$ cat src/rtl/sparse_index_feeder.sv
// Sparse-term index feeder: latches a packed key word and streams its indices over valid/ready.
// Build macro DUMMY_INSERT_EN adds LFSR-generated dummy indices flagged on idx_dummy_o.
module sparse_index_feeder #(
   parameter int          IDX_W     = 16,
   parameter int          NUM_IDX   = 8,
   parameter int          POLY_N    = 12323,
   parameter logic [15:0] LFSR_SEED = 16'hACE1
) (
   input  logic                     clk,
   input  logic                     resetn,
   input  logic                     load_i,
   input  logic [IDX_W*NUM_IDX-1:0] key_i,
   output logic [IDX_W-1:0]         idx_o,
   output logic                     idx_valid_o,
   input  logic                     idx_ready_i,
   output logic                     idx_dummy_o,
   output logic                     idx_last_o,
   output logic                     busy_o,
   output logic                     done_o,
   output logic                     err_o
);

   localparam int               SLOT_W    = (NUM_IDX > 1) ? $clog2(NUM_IDX) : 1;
   localparam logic [SLOT_W-1:0] LAST_SLOT = SLOT_W'(NUM_IDX - 1);
   localparam logic [IDX_W-1:0]  POLY_LIM  = IDX_W'(POLY_N);

   typedef enum logic [1:0] {
      S_IDLE  = 2'd0,
      S_REAL  = 2'd1,
      S_DONE  = 2'd2
`ifdef DUMMY_INSERT_EN
      ,S_DUMMY = 2'd3
`endif
   } state_t;

   state_t                   r_state;
   state_t                   w_state_nxt;
   logic [SLOT_W-1:0]        r_slot;
   logic [SLOT_W-1:0]        w_slot_nxt;
   logic                     r_err;
   logic                     w_err_nxt;
   logic [IDX_W*NUM_IDX-1:0] r_key;
   logic                     w_key_ld;
   logic                     w_pick;
   logic [IDX_W-1:0]         w_field [NUM_IDX];

   for (genvar g = 0; g < NUM_IDX; g++) begin : g_field
      assign w_field[g] = r_key[g*IDX_W +: IDX_W];
   end

`ifdef DUMMY_INSERT_EN
   localparam int FOLD_STEPS = ((2 ** IDX_W) - 1) / POLY_N;

   logic [15:0]      r_lfsr;
   logic             w_lfsr_fb;
   logic [IDX_W-1:0] r_dval;

   // Repeated subtraction so any raw LFSR sample lands on a legal index.
   function automatic logic [IDX_W-1:0] f_fold(input logic [IDX_W-1:0] v);
      logic [IDX_W-1:0] r;
      r = v;
      for (int i = 0; i < FOLD_STEPS; i++) begin
         if (r >= POLY_LIM) r = r - POLY_LIM;
      end
      return r;
   endfunction

   // x^16+x^14+x^13+x^11+1, right-shifting Fibonacci form
   assign w_lfsr_fb = r_lfsr[0] ^ r_lfsr[2] ^ r_lfsr[3] ^ r_lfsr[5];

   always_ff @(posedge clk) begin
      if (!resetn) r_lfsr <= LFSR_SEED;
      else         r_lfsr <= {w_lfsr_fb, r_lfsr[15:1]};
   end

   always_ff @(posedge clk) begin
      if (w_pick) r_dval <= f_fold(r_lfsr[IDX_W-1:0]);
   end
`endif

   always_ff @(posedge clk) begin
      if (!resetn) begin
         r_state <= S_IDLE;
         r_slot  <= '0;
         r_err   <= 1'b0;
      end else begin
         r_state <= w_state_nxt;
         r_slot  <= w_slot_nxt;
         r_err   <= w_err_nxt;
      end
   end

   always_ff @(posedge clk) begin
      if (w_key_ld) r_key <= key_i;
   end

   // w_pick marks the combinational PICK step: a new slot is about to be presented.
   always_comb begin
      w_state_nxt = r_state;
      w_slot_nxt  = r_slot;
      w_err_nxt   = r_err;
      w_key_ld    = 1'b0;
      w_pick      = 1'b0;
      idx_o       = '0;
      idx_valid_o = 1'b0;
      idx_dummy_o = 1'b0;
      idx_last_o  = 1'b0;
      busy_o      = 1'b1;
      done_o      = 1'b0;
      unique case (r_state)
         S_IDLE: begin
            busy_o = 1'b0;
            if (load_i) begin
               w_key_ld   = 1'b1;
               w_err_nxt  = 1'b0;
               w_slot_nxt = '0;
               w_pick     = 1'b1;
            end
         end
`ifdef DUMMY_INSERT_EN
         S_DUMMY: begin
            idx_valid_o = 1'b1;
            idx_dummy_o = 1'b1;
            idx_o       = r_dval;
            if (idx_ready_i) w_state_nxt = S_REAL;
         end
`endif
         S_REAL: begin
            idx_valid_o = 1'b1;
            idx_o       = w_field[r_slot];
            idx_last_o  = (r_slot == LAST_SLOT);
            if (idx_ready_i) begin
               if (w_field[r_slot] >= POLY_LIM) w_err_nxt = 1'b1;
               if (r_slot == LAST_SLOT) begin
                  w_state_nxt = S_DONE;
               end else begin
                  w_slot_nxt = r_slot + SLOT_W'(1);
                  w_pick     = 1'b1;
               end
            end
         end
         S_DONE: begin
            done_o      = 1'b1;
            w_state_nxt = S_IDLE;
         end
         default: w_state_nxt = S_IDLE;
      endcase
      if (w_pick) begin
`ifdef DUMMY_INSERT_EN
         w_state_nxt = r_lfsr[0] ? S_DUMMY : S_REAL;
`else
         w_state_nxt = S_REAL;
`endif
      end
   end

   assign err_o = r_err;

   a_seed_nonzero: assert property (@(posedge clk) LFSR_SEED != 16'd0);
   a_hold_stalled: assert property (@(posedge clk) disable iff (!resetn)
      (idx_valid_o && !idx_ready_i) |=> (idx_valid_o && $stable(idx_o) &&
                                         $stable(idx_dummy_o) && $stable(idx_last_o)));
   a_dummy_not_last: assert property (@(posedge clk) !(idx_last_o && idx_dummy_o));

endmodule
$ cat config.mk
export PLATFORM = sky130hd
export DESIGN_NAME = sparse_index_feeder
export DESIGN_NICKNAME = d
export VERILOG_FILES = /design/src/rtl/sparse_index_feeder.sv
export SDC_FILE = /design/constraint.sdc
export NUM_CORES = 1
export LEC_CHECK = 0
export ABC_AREA = 1
export CORE_ASPECT_RATIO = 0.8
export CORE_MARGIN = 4
export CORE_UTILIZATION = 40
export DETAILED_ROUTE_END_ITERATION = 8
export GPL_TIMING_DRIVEN = 1
export PLACE_DENSITY = 0.82
export SETUP_SLACK_MARGIN = 0.4
export SLEW_MARGIN = 20
export SYNTH_ARGS = -nofsm -noshare
export SYNTH_HDL_FRONTEND = slang
export SYNTH_SLANG_ARGS = --single-unit
$ cat constraint.sdc
create_clock -name clk -period 8.6 [get_ports clk]
set_input_delay 1.72 -clock clk [delete_from_list [all_inputs] [get_ports clk]]
set_output_delay 1.72 -clock clk [all_outputs]
set_load 0.01 [all_outputs]
==> results.cfg <==
[timing]
tightest_slew_ns = 0.999
fmax_ghz = 0.189
final.period_utilization = 0.617
hold_viol = 0
setup_viol = 0
fin_hold_ws_ns = 0.457
finalSetupTns_ns = 0
slew_headroom = 0.334
fin_crit_ns = 5.30
finalClockSkew_ns = 0.0144
drv_slew = 0
rsz0062_at_grt = no

[cts]
ctsResizeCount = 0
cts.sinks = 134
insertion_delay_ns = 0.42
numCtsBuffers = 17
cts_root_buffer = clkbuf_16
htree_num_levels = 4
cts_buffer_depth = 2
ctsHoldBuffers = 0
path_clk_slew_ns = 0.06
post_cts_buffers = 0
cts_tree = built

[finish]
drive_above_1_share = 0.0516
syn2layout_area_growth_pct = 38.4
antenna_cells = 0
final_nets = 801
fillerInstances = 1120
utilization = 0.571

[drt]
drt_drc_violations_left = 0
avgRoutedWirePerCell_um = 16.0
via_count = 4176
routed_wirelength_um = 13700
ant_nets = 0
viasPerCell = 4.87
dr.pass1.iters = 5
first_iter_violations = 299

[logic_synthesis]
synth_cell_types = 24
synthCells = 518
synth.avg_cell_area_um2 = 10.9
ys_warn_count = 0
ys_ff_latch = 134
synth_area_um2 = 5670
synth.yosys.seq_area_share = 0.699
synth_nets = 652

[worst_hold_path]
hold_end = err_o
min_path_cells = 2
min_from = err_o
worstHoldPathType = flip-flop to flip-flop

[placement]
port_buffers = 152
gp_congestion = 0.825
hpwl_um = 9180

[grt]
grt_max_degree = 82
track_usage = 0.169
antenna_found_initial = 0
grt_pass1_vias = 4265
grt_first_pass_wirelength_um = 21100
grt_remaining_overflow = 0

[setup_path]
r2r_slack_ns = 5.50
worstReg2RegStart = r_slot[0]
path_class = flip-flop to output pin
crit_required_ns = 6.88
reg2reg_to = err_o
cp-start-kind = flip-flop
rr_worst_depth = 15
worstPathMaxFanout = 68
crit_arrival_ns = 3.58
end_kind = output pin

[run]
max_cap_violations = 0

[die]
die-area_um2 = 16200
start_util = 0.413
fp.dieH_um = 114
row_count = 38
die_w_um = 141
core_um2 = 13700
io_pins = 154

[status]
status = completed

[power]
p_per_area_nw_per_um2 = 211
irDropWorstVdd_uv = 131
total_leakage_power_nw = 3.09
## cells in the mapped netlist
cell type	instances	area, um^2
buf_1	2	7.51
a211oi_1	1	7.51
a21oi_1	12	60.1
edfxtp_1	128	3840
dfxtp_1	6	120
o22ai_1	6	37.5
clkbuf_1	4	15.0
o21ai_1	22	110
ha_1	2	25.0
inv_2	2	7.51
buf_8	1	15.0
clkbuf_2	1	5.00
conb_1	1	3.75
nand2_1	134	503
nand3_1	27	135
inv_1	62	233
buf_6	6	67.6
o21ai_0	19	95.1
nor2_1	61	229
buf_2	8	40.0
o221ai_1	3	26.3
o221ai_2	1	15.0
buf_4	3	22.5
o211ai_1	6	45.0
## critical path, cell delays in order, from the launching register on
cell	delay, ns
dfxtp_2	0.31
buf_4	0.53
clkinv_2	0.89
o21ai_0	0.49
o22ai_1	0.11
nand2_1	0.07
o21ai_1	0.10
inv_1	0.11
nor2_1	0.04
clkdlybuf4s50_1	0.51
## per-stage QoR
step                setup WS [ns]  instances  area (um^2)  power (W)
floorplan                   0.434        518         5670   0.000876
global placement             4.22        828         7280   0.000958
detailed placement           4.12        828         7280   0.000966
CTS                          3.65        858         7840    0.00167
global route                 2.96        858         7850    0.00172
finish                       3.30        858         7850    0.00166
## routing by layer
metal  wire length (um)  up-vias  global-route usage
met2               6740      160               0.281
met3                975       21              0.0547
met1               5710     1969               0.205
met5                  0        -                   0
met4                265        0              0.0684
li1                   -     2026                   -
## worst max path at each step
| stage | start | end | slack, ns |
|---|---|---|---|
| after floorplan | load_i | r_slot[1] | 0.43 |
| after global placement | r_slot[0] | idx_o[3] | 4.22 |
| after detailed placement | r_slot[0] | idx_o[5] | 4.12 |
| after CTS | r_slot[0] | idx_o[5] | 3.65 |
| after global routing | r_slot[0] | idx_o[5] | 2.96 |
| final | r_slot[0] | idx_o[5] | 3.30 |
## cells by family (layout without fill, tap and decap cells)
group                      count (synthesis)  after routing  synth area share
AOI/OAI and AO/OA                         70             70            0.0700
and+or+nand+nor                          222            222             0.153
buffers and inverters                     89            249            0.0728
adders and majority gates                  2              2           0.00441
DFF                                      134            134             0.699
other                                      1              1          0.000661
## cells in the final DEF, fill, tap and decap left out, types with 4 or more instances in the layout
cell type,synthesis,final
o22ai_1,6,6
nand2_1,134,134
clkdlybuf4s50_1,0,152
nand3_1,27,27
dfxtp_1,6,4
clkinv_2,0,4
inv_1,62,62
a21oi_1,12,12
o21ai_1,22,22
o21ai_0,19,19
edfxtp_1,128,128
clkbuf_16,0,17
nor2_1,61,60
o211ai_1,6,6
## state kept, by name, summed over array words and instances, names as in the netlist
name / cells
err_o: 1
r_slot: 3
r_key: 128
r_state: 2
## where the power goes
group / internal, W / total, W / switching, W
clock: 0.000448 / 0.000705 / 0.000257
combinational: 0.0000876 / 0.000174 / 0.0000864
sequential: 0.000766 / 0.000778 / 0.0000122
total: 0.00130 / 0.00166 / 0.000356
## final cells by class
cell class	instances	area [um^2]	area share
flip-flops and latches	134	3970	0.506
repair buffers	155	1540	0.197
multi-input cells	295	1300	0.166
clock buffers	19	433	0.0552
inverters	64	241	0.0308
well taps	180	225	0.0287
clock inverters	11	135	0.0172
Note: power is estimated with default switching activity, not from simulation.
